[config.mk]
export PLATFORM = sky130hd
export DESIGN_NAME = nibble_serial_sub_ctrl
export DESIGN_NICKNAME = d
export VERILOG_FILES = /design/src/rtl/nibble_serial_sub_ctrl.sv
export SDC_FILE = /design/constraint.sdc
export NUM_CORES = 1
export LEC_CHECK = 0
export CORE_MARGIN = 2
export CORE_UTILIZATION = 25
export DETAILED_ROUTE_END_ITERATION = 10
export REMOVE_ABC_BUFFERS = 1
export SLEW_MARGIN = 0
export SYNTH_ARGS = -nofsm -noshare
export SYNTH_HDL_FRONTEND = slang
export SYNTH_SLANG_ARGS = --single-unit
[constraint.sdc]
create_clock -name clk_i -period 8 [get_ports clk_i]
set_input_delay 1.6 -clock clk_i [delete_from_list [all_inputs] [get_ports clk_i]]
set_output_delay 1.6 -clock clk_i [all_outputs]
set_load 0.005 [all_outputs]
[src/rtl/nibble_serial_sub_ctrl.sv]
// Multi-nibble subtractor D = A - B - bin, one 4-bit borrow-lookahead cell
// reused over NIBBLES cycles, with a start/ready/done request handshake.

module bla_sub4 (
  input  logic [3:0] a_i,
  input  logic [3:0] b_i,
  input  logic       bin_i,
  output logic [3:0] d_o,
  output logic       bout_o
);
  logic [3:0] g, p;
  logic [3:0] brw;

  // g: slice generates a borrow; p: slice passes an incoming borrow through
  assign g = ~a_i & b_i;
  assign p = ~(a_i ^ b_i);

  assign brw[0] = bin_i;
  assign brw[1] = g[0] | (p[0] & bin_i);
  assign brw[2] = g[1] | (p[1] & g[0]) | (p[1] & p[0] & bin_i);
  assign brw[3] = g[2] | (p[2] & g[1]) | (p[2] & p[1] & g[0])
                | (p[2] & p[1] & p[0] & bin_i);
  assign bout_o = g[3] | (p[3] & g[2]) | (p[3] & p[2] & g[1])
                | (p[3] & p[2] & p[1] & g[0]) | (p[3] & p[2] & p[1] & p[0] & bin_i);
  assign d_o    = a_i ^ b_i ^ brw;
endmodule

module nibble_serial_sub_ctrl #(
  parameter  int NIBBLES = 4,
  localparam int W       = 4 * NIBBLES,
  localparam int IW      = $clog2(NIBBLES + 1)
) (
  input  logic         clk_i,
  input  logic         rst_n_i,
  input  logic         start_i,
  input  logic [W-1:0] a_i,
  input  logic [W-1:0] b_i,
  input  logic         bin_i,
  output logic         ready_o,
  output logic         busy_o,
  output logic         done_o,
  output logic [W-1:0] d_o,
  output logic         bout_o,
  output logic         zero_o
);
  typedef enum logic [1:0] {IDLE = 2'd0, RUN = 2'd1, DONE = 2'd2} state_e;

  state_e        state_q, state_d;
  logic [W-1:0]  a_q, b_q, acc_q, acc_upd;
  logic          brw_q;
  logic [IW-1:0] idx_q;
  logic [W-1:0]  d_q;
  logic          bout_q, zero_q;

  logic [3:0]    cell_a, cell_b, cell_d;
  logic          cell_bout;
  logic          accept, last;

  assign accept = ((state_q == IDLE) || (state_q == DONE)) && start_i;
  assign last   = (idx_q == IW'(NIBBLES - 1));

  // Operands stay put; the active slice is picked by idx and written back into acc
  always_comb begin
    cell_a  = '0;
    cell_b  = '0;
    acc_upd = acc_q;
    for (int k = 0; k < NIBBLES; k++) begin
      if (idx_q == IW'(k)) begin
        cell_a            = a_q[4*k +: 4];
        cell_b            = b_q[4*k +: 4];
        acc_upd[4*k +: 4] = cell_d;
      end
    end
  end

  bla_sub4 u_cell (
    .a_i   (cell_a),
    .b_i   (cell_b),
    .bin_i (brw_q),
    .d_o   (cell_d),
    .bout_o(cell_bout)
  );

  always_ff @(posedge clk_i or negedge rst_n_i) begin
    if (!rst_n_i) state_q <= IDLE;
    else          state_q <= state_d;
  end

  always_comb begin
    state_d = IDLE;
    case (state_q)
      IDLE:    state_d = start_i ? RUN : IDLE;
      RUN:     state_d = last ? DONE : RUN;
      DONE:    state_d = start_i ? RUN : IDLE;
      default: state_d = IDLE;
    endcase
  end

  always_comb begin
    ready_o = 1'b1;
    busy_o  = 1'b0;
    done_o  = 1'b0;
    case (state_q)
      RUN:  begin ready_o = 1'b0; busy_o = 1'b1; end
      DONE: done_o = 1'b1;
      default: ;
    endcase
  end

  always_ff @(posedge clk_i or negedge rst_n_i) begin
    if (!rst_n_i) begin
      a_q    <= '0;
      b_q    <= '0;
      acc_q  <= '0;
      brw_q  <= 1'b0;
      idx_q  <= '0;
      d_q    <= '0;
      bout_q <= 1'b0;
      zero_q <= 1'b1;
    end else if (accept) begin
      a_q   <= a_i;
      b_q   <= b_i;
      brw_q <= bin_i;
      acc_q <= '0;
      idx_q <= '0;
    end else if (state_q == RUN) begin
      acc_q <= acc_upd;
      brw_q <= cell_bout;
      idx_q <= idx_q + IW'(1);
      if (last) begin
        d_q    <= acc_upd;
        bout_q <= cell_bout;
        zero_q <= (acc_upd == '0);
      end
    end
  end

  assign d_o    = d_q;
  assign bout_o = bout_q;
  assign zero_o = zero_q;
endmodule

# --- Word-level counts from Yosys, hierarchy flattened ---
# Index checks and enable logic that the tools add are counted.
op_classes:
  addsub: 1
  eq_ne: 5
  n_mux: 24
  bitwise_logic: 32
  reduce_logical: 8
ops:
  columns: ["cell", "n"]
  rows:
  - ["4-bit 2-to-1 mux", 12]
  - ["16-bit 2-to-1 mux", 2]
  - ["1-bit bitwise AND", 16]
  - ["16-bit logical NOT", 1]
  - ["1-bit bitwise OR", 10]
  - ["4-bit inverter", 2]
  - ["4-bit XOR", 2]
  - ["3-bit by 2-bit == test with 1-bit output (second input constant)", 2]
  - ["1-bit 2-to-1 mux", 6]
  - ["3-bit 2-to-1 mux", 2]
  - ["4-bit bitwise AND", 1]
  - ["2-bit case mux with 2 select lines", 1]
  - ["3-bit by 1-bit adder with 3-bit output (second input constant)", 1]
  - ["3-bit by 1-bit == test with 1-bit output (second input constant)", 1]
  - ["3-bit logical NOT", 1]
  - ["3-bit AND reduction", 1]
  - ["2-bit by 1-bit == test with 1-bit output (second input constant)", 1]
  - ["2-bit == test (second input constant)", 1]
  - ["2-bit logical NOT", 1]
  - ["2-bit 2-to-1 mux", 1]
  - ["2-bit nonzero test", 1]
  - ["2-bit OR reduction", 1]
  - ["1-bit logical AND", 1]
  - ["1-bit logical OR", 1]
  - ["1-bit inverter", 1]
word_totals:
  register_bits: 72

# --- Logic depth before layout (Yosys ltp) ---
# Gate-level depths: netlist (run 1).
depth:
  word_depth: 15
  ltp_mapped: 16
  depth_no_buf: 15

# --- Hierarchy ---
# Synthesis (run 1) repeated with hierarchy kept, for this count alone.
hier_totals:
  cells_unflattened: 341
  hier_area_um2: 3248.1
by_module_without_submodules:
  columns: ["mod", "n_inst", "cells_each", "area_each_um2", "seq_area_each_um2"]
  rows:
  - ["nibble_serial_sub_ctrl", 1, 314, 3047.9, 1702.9]
  - ["bla_sub4", 1, 27, 200.2, 0.0]

# --- Worst setup path after synthesis (run 1) ---
# OpenSTA, ideal clock, no wires.
synth_timing:
  kind: "reg2reg"
  start: "register idx_q[0]"
  end: "register zero_q (netlist: zero_o)"
  setup_time_ps: 72
  t_arrival_ps: 2736
  setup_slack_ps: 5192
  path_stages_with_launch: 16
  path_cell_list: "dfrtp_1 > inv_1 > ha_1 > clkbuf_1 > nand2_1 > nor2_1 > a21oi_1 > o21ai_0 > a22o_1 > inv_1 > fa_1 > buf_1 > nand4b_1 > nor4_1 > nand3_1 > o21ai_1"
synth_between:
  elab_chain_len: 14
  word_cells_on_any_way: 38
  cone_classes: "eq/ne: 3; mux: 12; bitwise: 20; reduce/logical: 3"
synth_rtl:
  columns: ["element", "line_no", "source"]
  rows:
  - ["start: declaration", "51", "logic [IW-1:0] idx_q;"]
  - ["start signal: assignment", "129", "idx_q <= idx_q + IW'(1);"]
  - ["3-bit logical NOT", "68", "if (idx_q == IW'(k)) begin"]
  - ["4-bit 2-to-1 mux (4 in series)", "68", null]
  - ["4-bit XOR or 4-bit inverter (tied branches)", "16, 25, 15", null]
  - ["4-bit inverter or 4-bit bitwise AND (tied branches)", "16, 15", null]
  - ["1-bit bitwise AND (on tied branches)", "21, 22", null]
  - ["1-bit bitwise OR, or another cell as far along", "21", "assign brw[3] = g[2] | (p[2] & g[1]) | (p[2] & p[1] & g[0])"]
  - ["1-bit bitwise OR or 1-bit bitwise AND (tied branches)", "21, 22", null]
  - ["1-bit bitwise OR", "22", "| (p[2] & p[1] & p[0] & bin_i);"]
  - ["4-bit XOR", "25", "assign d_o = a_i ^ b_i ^ brw;"]
  - ["4-bit 2-to-1 mux", "68", null]
  - ["16-bit logical NOT", "133", "zero_q <= (acc_upd == '0);"]
  - ["end signal: assignment", "133", null]
  - ["end: declaration", "53", "logic bout_q, zero_q;"]
# Several ways; a longest one is shown, not always the timed one.
# A chain may end at the register's enable or synchronous reset.

# --- Final worst setup path (run 1) ---
layout_timing:
  start: "register state_q[1]"
  end: "output port busy_o"
layout_between:
  elab_chain_len: 2
layout_rtl:
  columns: ["element", "line_no", "source"]
  rows:
  - ["start: declaration", "48", "state_e state_q, state_d;"]
  - ["start signal: assignment", "86", "else state_q <= state_d;"]
  - ["2-bit by 1-bit == test with 1-bit output", "103", "case (state_q)"]
  - ["1-bit 2-to-1 mux", "103", null]
  - ["end: declaration", "40", "output logic busy_o,"]
# No other way between the ends.

==> results of run 1 <==
==> worst register-to-register path, cell delays in order (launching register included) <==
cell	delay [ns]
dfrtp_1	0.40
inv_1	0.10
ha_1	0.54
nand2_1	0.11
nor2_1	0.10
a21oi_1	0.05
o21ai_0	0.21
a22o_1	0.21
inv_1	0.07
fa_1	0.60
nand4b_1	0.24
nor4_1	0.34
nand3_1	0.15
o21ai_1	0.15
==> kinds of logic (layout without fill, tap and decap cells) <==
group | after synthesis | after routing | synth area share, %
fa+ha+maj | 11 | 11 | 4.394
xor+xnor | 4 | 4 | 1.288
buf+inv | 33 | 85 | 3.939
simple gates | 168 | 168 | 20.38
compound gates | 79 | 79 | 14.96
mux | 10 | 10 | 3.485
flops | 68 | 68 | 51.55
==> metal layers <==
layer / vias to the layer above / share of wire, % / global-route usage (%)
met2: 63 / 48 / 19.22
met1: 1192 / 46 / 15.10
met4: 0 / 1.6 / 4.241
met3: 11 / 4.7 / 3.113
met5: - / 0 / 0
li1: 1336 / - / -
==> placed cells by master, fill, tap and decap left out, types with 2 or more instances in the layout <==
cell type,n
nand2_1,136
dfrtp_1,67
clkdlybuf4s50_1,55
o21ai_0,35
nor2_1,16
a21oi_1,15
inv_1,10
ha_1,10
a32o_1,9
clkbuf_16,9
mux2i_1,7
a22o_1,5
nor2b_1,5
a22oi_1,4
clkbuf_1,4
nand2b_1,3
o22ai_1,3
a21o_1,3
buf_4,3
xnor2_1,2
mux2_2,2
clkinv_2,2
==> sequential cells by signal, indices dropped and copies added, names as in the netlist <==
name and flops:
state_q 2, bout_o 1, brw_q 1, acc_q 12, a_q 16, zero_o 1
idx_q 3, b_q 16, d_o 16
==> power by group <==
part	internal, uW	switching (uW)
registers	494	86.4
logic	420	602
clock network	217	139
==> worst min path at each step <==
| stage | start | to | slack, ns | cells after the start |
|---|---|---|---|---|
| floorplan | a_q[0] | a_q[0] | 0.45 | 2 |
| global placement | a_q[10] | a_q[10] | 0.46 | 2 |
| detailed placement | a_q[8] | a_q[8] | 0.46 | 2 |
| CTS | zero_o | zero_o | 0.47 | 2 |
| global route | zero_o | zero_o | 0.48 | 2 |
| finish | zero_o | zero_o | 0.47 | 2 |
==> through the flow <==
stage / instance area, um2 / util [%]
final: 4270 / 33.43
after global routing: 4270 / 33.43
after CTS: 4270 / 33.43
after detailed placement: 4006 / 31.36
after global placement: 4006 / 31.36
after floorplan: 3211 / -
==> cell type report <==
type | count | area share (%)
Clock buffer | 14 | 5.948
Clock inverter | 2 | 0.2344
Inverter | 10 | 0.8790
Multi-Input combinational cell | 272 | 34.49
Sequential cell | 68 | 39.88
Tap cell | 172 | 5.040
Timing Repair Buffer | 59 | 13.54
==> key figures, run 1 <==
Outcome
  • Outcome: finished, final reports clean

Setup path
  • R2R cell count: 13
  • WP depth: 3
  • Worst Setup Start Kind: flip-flop
  • Critical Path AT: 2.09 ns
  • CP max stage delay: 0.61 ns
  • Critical path's slowest cell: clkdlybuf4s50_1
  • Buf/Inv on CP: 2
  • R2R setup slack: 4.65 ns
  • Critical Path Start: state_q[1]
  • Worst setup EP type: output port
  • CP delay by family, top: buffers and inverters
  • Maximum fanout along the worst path: 14
  • Worst reg2reg path endpoint: zero_o
  • Crit Path Class: flip-flop to output port
  • Worst-path cell chain: nand2b_1, inv_1, clkdlybuf4s50_1
  • End of the critical path: busy_o
  • Required @ worst endpoint: 6.40 ns
  • R2r startpoint: idx_q[1]

Clock tree
  • Clk sinks: 68
  • Worst-path clk slew: 0.05 ns
  • Cts bufs inserted: 9
  • Clk root buf: clkbuf_16
  • Max Buffers Root-to-Sink: 2
  • Post-CTS Setup Bufs: 0
  • Post-cts gate resize count: 0
  • CTS tree: done
  • CTS H-tree depth: 3
  • Clk_lat worst skew: 0.33 ns
  • # hold bufs at CTS: 0

Hold path
  • HP Class: flip-flop to flip-flop

Job
  • Max_cap viols: 0

Floorplan
  • Io pins: 57
  • Die area: 0.01415 mm2
  • Initial core utilization: 25.86%
  • CORE AREA: 0.01277 mm2
  • Die Y: 118.9 um
  • Horiz. Die Dim: 118.9 um
  • Rows: 41

Cells and area
  • Layout cells sized above 1: 5.647%
  • Multi-input combinational cell area: 0.001473 mm2
  • FF/Latch Area: 0.001703 mm2
  • Number of fill cells: 1316
  • Post-route insts no fill: 597
  • Area Overhead vs Synth: 29.28%
  • Nets: 467
  • N_diodes: 0

STA
  • Final Hold Vio Count: 0
  • Slew Viols, Final: 0
  • Worst rel slew slack: 38.19%
  • RSZ-0062 raised after global routing: no
  • Slew @ Worst Pin: 0.9249 ns
  • Max Fclk: 271.2 MHz
  • Setup-failing EPs final: 0
  • Clk_skew: 0.003761 ns
  • Final setup TNS: 0 ns
  • Tcrit/Tclk final: 46.10%
  • Min Hold Slack: 0.4678 ns
  • Setup slack after layout: 4.312 ns
  • Min Clock Period, post-route: 3.688 ns

Placement
  • HPWL after DPL: 5317 um
  • Setup WS pre-CTS: 4.636 ns
  • Port bufs: 56
  • Final Wtd Congestion: 0.7854
  • Placed Cells: 581

Synth
  • Sequential element share of the synthesized area: 51.55%
  • Avg Cell Area, Syn: 8.856 um2
  • Synth Warn #: 0
  • Most used DFF post-synth: dfrtp_1
  • Commonest cells in the netlist: nand2_1 (136), dfrtp_1 (67), o21ai_0 (35)
  • Asr flop ratio synth: 100.0%
  • Mapped cell area: 0.003303 mm2
  • Yosys reg bits: 68
  • Synth cell types: 37
  • Largest cells by area after synthesis: dfrtp_1 (51%), nand2_1 (15%), o21ai_0 (5.3%), ha_1 (3.8%), a32o_1 (2.7%)
  • Syn Inst Count: 373
  • Yosys top cell by area: dfrtp_1
  • Number of synthesized flops with an enable pin: 0
  • Most frequent cell after synthesis: nand2_1
  • Top-area cell type share of the netlist area: 50.76%

Power
  • Static leakage: 0.001938 uW
  • Total Power: 1959 uW
  • Max VDD drop: 0.0001539 V
  • Pwr Density: 458.7 mW/mm2

Global routing
  • First-pass GRT wire length: 13230 um
  • Grt total ovfl: 0
  • Global Route Usage Sum: 11.81%
  • Vias in the first global route: 2607
  • Largest net degree at the start of global routing: 69
  • Initial antenna violation count: 0

Drt
  • Drc violations: 0
  • First DRT Iteration DRCs: 190
  • Vias post-DR: 2602
  • Routed len/inst: 13.16 um
  • Total wire length: 7858 um
  • Drt pass-1 iters: 4
  • Routed Antenna Nets: 0
  • DR vias/cell: 4.358
No activity file was read; power rests on OpenSTA's default activity.
==> inputs of run 2 (changes only) <==
Clock period 8 ns to 3.51 ns, I/O delays scaled along.
==> run 2 against run 1 <==
Effect of this change: critical endpoint is now d_o[7]; wire length decreased by 0.10%; sequential power increased by 130%; critical path type is now flip-flop to flip-flop; first-iteration DRC count decreased by 36%; sequential cell count unchanged; total power increased by 140%; final cell count increased by 1.2%; register-to-register slack got worse by 4.2 ns; non-clock buffer count increased by 7; critical path depth increased by 8.
==> key figures, run 2 (same netlist as run 1, synthesis figures left out) <==
STA
  • Max Fclk: 322.5 MHz
  • Final setup TNS: 0 ns (unchanged)
  • Min Clock Period, post-route: 3.101 ns
  • Worst rel slew slack: 54.90% (was 38.19%)
  • Clk_skew: 0.005564 ns (was 0.003761 ns)
  • Slew Viols, Final: 0 (unchanged)
  • Slew @ Worst Pin: 0.6765 ns (was 0.9249 ns)
  • Min Hold Slack: 0.4112 ns (was 0.4678 ns)
  • RSZ-0062 raised after global routing: no (unchanged)
  • Final Hold Vio Count: 0 (unchanged)
  • Tcrit/Tclk final: 88.34%
  • Setup-failing EPs final: 0 (unchanged)

Clock tree
  • Post-cts gate resize count: 0 (unchanged)
  • Clk root buf: clkbuf_16 (unchanged)
  • Post-CTS Setup Bufs: 0 (unchanged)
  • Clk sinks: 68 (unchanged)
  • Cts bufs inserted: 9 (unchanged)
  • CTS H-tree depth: 3 (unchanged)
  • # hold bufs at CTS: 0 (unchanged)
  • CTS tree: done (unchanged)
  • Worst-path clk slew: 0.05 ns (about the same)
  • Max Buffers Root-to-Sink: 2 (unchanged)
  • Clk_lat worst skew: 0.33 ns (about the same)

Setup path
  • Required @ worst endpoint: 3.76 ns (was 6.40 ns)
  • Worst Setup Start Kind: flip-flop (unchanged)
  • Crit Path Class: flip-flop to flip-flop (was flip-flop to output port)
  • Maximum fanout along the worst path: 8 (was 14)
  • R2R setup slack: 0.41 ns (was 4.65 ns)
  • Critical Path AT: 3.35 ns (was 2.09 ns)
  • Worst setup EP type: flip-flop (was output port)

Placement
  • Port bufs: 56 (unchanged)
  • Placed Cells: 588 (was 581)
  • HPWL after DPL: 5702 um (was 5317 um)
  • Final Wtd Congestion: 0.7899 (was 0.7854)

Cells and area
  • Most frequent cells in the layout: nand2_1 (136), dfrtp_1 (67), clkdlybuf4s50_1 (55) (unchanged)
  • Nets: 474 (was 467)
  • Layout cells sized above 1: 7.639% (was 5.647%)
  • Area Overhead vs Synth: 31.93% (was 29.28%)
  • Commonest non-fill, non-tap cell in the layout: nand2_1 (unchanged)
  • Post-route insts no fill: 604 (was 597)
  • N_diodes: 0 (unchanged)

Drt
  • Routed Antenna Nets: 0 (unchanged)
  • Vias post-DR: 2686 (was 2602)
  • Routed len/inst: 13.00 um (was 13.16 um)
  • Drc violations: 0 (unchanged)
  • Total wire length: 7850 um (was 7858 um)
  • DR vias/cell: 4.447 (was 4.358)
  • Drt pass-1 iters: 4 (unchanged)
  • First DRT Iteration DRCs: 121 (was 190)

Job
  • Max_cap viols: 0 (unchanged)

Floorplan
  • Rows: 41 (unchanged)
  • Initial core utilization: 25.86% (unchanged)
  • Die Y: 118.9 um (unchanged)
  • Die area: 0.01415 mm2 (unchanged)
  • CORE AREA: 0.01277 mm2 (unchanged)
  • Io pins: 57 (unchanged)
  • Horiz. Die Dim: 118.9 um (unchanged)

Power
  • Total Power: 4611 uW (was 1959 uW)
  • Switching share of power: 41.11% (was 42.23%)
  • Static leakage: 0.001988 uW (was 0.001938 uW)
  • Sequential fraction of design power: 29.1% (was 29.6%)
  • Pwr Density: 1058 mW/mm2 (was 458.7 mW/mm2)
  • Max VDD drop: 0.0004300 V (was 0.0001539 V)
  • Clock Power Share: 18.9% (was 18.2%)
  • P_sw: 1896 uW (was 827.3 uW)
  • Combinational share of power: 52.0% (was 52.2%)
  • Total internal power: 2715 uW (was 1132 uW)

Global routing
  • Global Route Usage Sum: 11.96% (was 11.81%)
  • Vias in the first global route: 2775 (was 2607)
  • Grt total ovfl: 0 (unchanged)
  • Initial antenna violation count: 0 (unchanged)
  • First-pass GRT wire length: 13470 um (was 13230 um)
  • Largest net degree at the start of global routing: 35 (was 69)

Outcome
  • Outcome: finished, final reports clean (unchanged)

Hold path
  • HP Class: input port to asynchronous set/reset pin (was flip-flop to flip-flop)
run 2: layout make-up:
type	count	area [um2]
Fill cell	1333	8416
Sequential cell	68	1703
Multi-Input combinational cell	272	1483
Timing Repair Buffer	66	630.6
Clock buffer	14	254.0
Tap cell	172	215.2
Inverter	10	37.54
Clock inverter	2	35.03
run 2: power groups by stage:
stage | combinational [uW] | sequential [uW] | clock, uW
finish | 2400 | 1340 | 874
global route | 2720 | 1380 | 944
CTS | 2390 | 1340 | 895
detailed placement | 2380 | 1350 | 0
global placement | 2330 | 1350 | 0
floorplan | 1590 | 1290 | 0
run 2: routing by layer:
layer / track usage, % / vias up / share of wire [%]
li1: - / 1342 / -
met4: 4.464 / 0 / 2.2
met2: 18.93 / 59 / 46
met1: 15.15 / 1271 / 47
met3: 3.975 / 14 / 4.8
met5: 0 / - / 0
run 2: critical path, cell delays in order, from the launching register on:
cell,delay [ns]
dfrtp_1,0.41
ha_1,0.21
ha_1,0.19
nor2_1,0.45
a22o_1,0.27
inv_1,0.07
ha_1,0.32
a41oi_1,0.25
o21ai_2,0.11
xnor2_2,0.38
mux2i_1,0.19
o21ai_0,0.17
run 2: final timing paths:
| path | startpoint | cells after the start | endpoint |
|---|---|---|---|
| worst min register to register | d_o[7] | 2 | d_o[7] |
| worst max register to register | idx_q[0] | 11 | d_o[7] |
| max in group asynchronous | rst_n_i | 2 | b_q[3] |
| worst max-delay path | idx_q[0] | 11 | d_o[7] |
| min in group clk_i | d_o[7] | 2 | d_o[7] |
| worst min-delay path | rst_n_i | 1 | d_o[1] |
run 2: stage by stage:
| step | cell area, um2 | utilization, % | worst slack (ns) |
|---|---|---|---|
| 2_1_floorplan | 3211 | - | 0.7175 |
| 5_1_grt | 4358 | 34.12 | 0.04763 |
| 3_3_place_gp | 4059 | 31.78 | 0.4513 |
| 4_1_cts | 4348 | 34.04 | 0.2190 |
| 6_report | 4358 | 34.12 | 0.4094 |
| 3_5_place_dp | 4059 | 31.78 | 0.2201 |
==> inputs of run 3 (changes only) <==
Settings changed: ABC_CLOCK_PERIOD_IN_PS from default to 3510, CORE_MARGIN 2 to default.
==> run 3 against run 2 <==
Effect of this change: via count is 0.45% lower; critical path type unchanged; maximum frequency down 2.7%; highest routed layer unchanged; critical endpoint is now zero_o; largest power group unchanged; design area up 0.17%.
==> key figures, run 3 (same netlist as run 1, synthesis figures left out) <==
Setup path
  • Critical Path AT: 3.43 ns (was 3.35 ns)
  • Required @ worst endpoint: 3.76 ns (about the same)
  • Worst setup EP type: flip-flop (unchanged)
  • Worst Setup Start Kind: flip-flop (unchanged)
  • Crit Path Class: flip-flop to flip-flop (unchanged)
  • Maximum fanout along the worst path: 8 (unchanged)

Drt
  • Vias post-DR: 2674 (was 2686)
  • Routed Antenna Nets: 0 (unchanged)
  • Drt pass-1 iters: 7 (was 4)
  • DR vias/cell: 4.434 (was 4.447)
  • Routed len/inst: 12.94 um (was 13.00 um)
  • First DRT Iteration DRCs: 57 (was 121)
  • Total wire length: 7805 um (was 7850 um)
  • Drc violations: 0 (unchanged)

Global routing
  • Grt met2 use: 20.04% (was 18.93%)
  • GR Util met3: 3.347% (was 3.975%)
  • Met1 Use GR: 16.68% (was 15.15%)
  • Initial antenna violation count: 0 (unchanged)
  • Largest net degree at the start of global routing: 35 (unchanged)
  • Global Route Usage Sum: 12.44% (was 11.96%)
  • Most Used Layer, Global Route: met2 (unchanged)
  • First-pass GRT wire length: 13180 um (was 13470 um)
  • Grt total ovfl: 0 (unchanged)
  • Vias in the first global route: 2748 (was 2775)

Clock tree
  • Cts bufs inserted: 9 (unchanged)
  • CTS H-tree depth: 3 (unchanged)
  • Max Buffers Root-to-Sink: 2 (unchanged)
  • Clk root buf: clkbuf_16 (unchanged)
  • CTS tree: done (unchanged)
  • Worst-path clk slew: 0.05 ns (about the same)
  • Clk sinks: 68 (unchanged)
  • Clk_lat worst skew: 0.33 ns (about the same)

Power
  • Clock Power Share: 19.9% (was 18.9%)
  • Pwr Density: 1059 mW/mm2 (was 1058 mW/mm2)
  • Static leakage: 0.001989 uW (was 0.001988 uW)
  • P_sw: 1895 uW (was 1896 uW)
  • Switching share of power: 40.98% (was 41.11%)
  • Sequential fraction of design power: 28.9% (was 29.1%)
  • Max VDD drop: 0.0004460 V (was 0.0004300 V)
  • Total internal power: 2730 uW (was 2715 uW)
  • Combinational share of power: 51.2% (was 52.0%)

Job
  • Max_cap viols: 0 (unchanged)

STA
  • Slew @ Worst Pin: 0.7469 ns (was 0.6765 ns)
  • Max Fclk: 313.9 MHz (was 322.5 MHz)
  • Setup-failing EPs final: 0 (unchanged)
  • Min Clock Period, post-route: 3.185 ns (was 3.101 ns)
  • Slew Viols, Final: 0 (unchanged)
  • Final Hold Vio Count: 0 (unchanged)
  • Final setup TNS: 0 ns (unchanged)
  • RSZ-0062 raised after global routing: no (unchanged)
  • Tcrit/Tclk final: 90.75% (was 88.34%)
  • Clk_skew: 0.005767 ns (was 0.005564 ns)
  • Worst rel slew slack: 50.21% (was 54.90%)

Hold path
  • HP Class: input port to asynchronous set/reset pin (unchanged)

Cells and area
  • Most frequent cells in the layout: nand2_1 (136), dfrtp_1 (67), clkdlybuf4s50_1 (55) (unchanged)
  • Number of fill cells: 1334 (was 1333)
  • Fin util: 34.18% (was 34.12%)
  • N_diodes: 0 (unchanged)
  • Commonest non-fill, non-tap cell in the layout: nand2_1 (unchanged)
  • Fin area: 0.004365 mm2 (was 0.004358 mm2)
  • Area Overhead vs Synth: 32.16% (was 31.93%)
  • Layout cells sized above 1: 7.657% (was 7.639%)
  • Nets: 474 (unchanged)

Floorplan
  • Initial core utilization: 25.86% (unchanged)
  • Rows: 41 (unchanged)
  • CORE AREA: 0.01277 mm2 (unchanged)
  • Io pins: 57 (unchanged)
  • Horiz. Die Dim: 116.9 um (was 118.9 um)
  • Die area: 0.01368 mm2 (was 0.01415 mm2)
  • Die Y: 116.9 um (was 118.9 um)

Outcome
  • Outcome: finished, final reports clean (unchanged)

Placement
  • HPWL after DPL: 5684 um (was 5702 um)
  • Final Wtd Congestion: 0.7813 (was 0.7899)
  • Placed inst area: 0.004059 mm2 (unchanged)
  • Port bufs: 56 (unchanged)
==> run 3: cell types whose count changed in the layout (fill, tap and decap cells not counted), sizes merged <==
cell | previous run | this run
clkinv | 1 | 0
==> run 3: path summary, 6_finish.rpt <==
path | start | end | slack, ns | cells past startpoint
worst max register to register | idx_q[0] | zero_o | 0.32 | 12
worst max-delay path | idx_q[0] | zero_o | 0.32 | 12
max in group asynchronous | rst_n_i | zero_o | 2.26 | 2
worst min-delay path | rst_n_i | d_o[4] | 0.44 | 1
worst min register to register | zero_o | zero_o | 0.47 | 2
min in group clk_i | zero_o | zero_o | 0.47 | 2
==> run 3: repair_timing <==
item | CTS | global route
setup endpoints to repair | 0 | 4
gates resized for setup | 0 | 1
hold buffers | 0 | 0
buffers inserted | 0 | 0
endpoints found under the hold margin | 0 | 0
==> run 3: through the flow <==
step	setup WS [ns]	total power, uW	cells	hold WS [ns]
after floorplan	0.7175	2889	350	0.4064
after global placement	0.4301	3679	588	0.4606
after detailed placement	0.3031	3743	588	0.4632
after CTS	0.2872	4682	603	0.4600
after global routing	0.05479	5010	603	0.4882
final	0.3247	4625	603	0.4383
==> run 3: critical path, cell delays in order, from the launching register on <==
cell and delay, ns:
dfrtp_1 0.42, ha_1 0.22, ha_1 0.19, nor2_1 0.46
a22o_1 0.27, inv_1 0.07, ha_1 0.31, a41oi_1 0.26
o21ai_2 0.11, xnor2_2 0.41, mux2i_1 0.20, nand4_1 0.11
o21ai_1 0.06
==> run 3: cell type report <==
class                   count  area, um2  share of cell area, %
well taps                 172      215.2                  4.930
flip-flops and latches     68       1703                  39.01
multi-input cells         272       1475                  33.79
repair buffers             66      630.6                  14.45
clock inverters             1      30.03                 0.6879
inverters                  10      37.54                 0.8598
clock buffers              14      274.0                  6.277
==> run 3: power groups by stage <==
stage	Clock [uW]	Combinational (uW)	Sequential, uW
after floorplan	0	1590	1290
after global placement	0	2330	1350
after detailed placement	0	2390	1360
after CTS	938	2400	1350
after global routing	969	2660	1380
final	918	2370	1340
==> run 3: metal layers <==
metal,vias to the layer above,wire length (um)
met5,-,0
met4,0,27
met3,4,356
met2,54,3738
met1,1278,3682
li1,1338,-
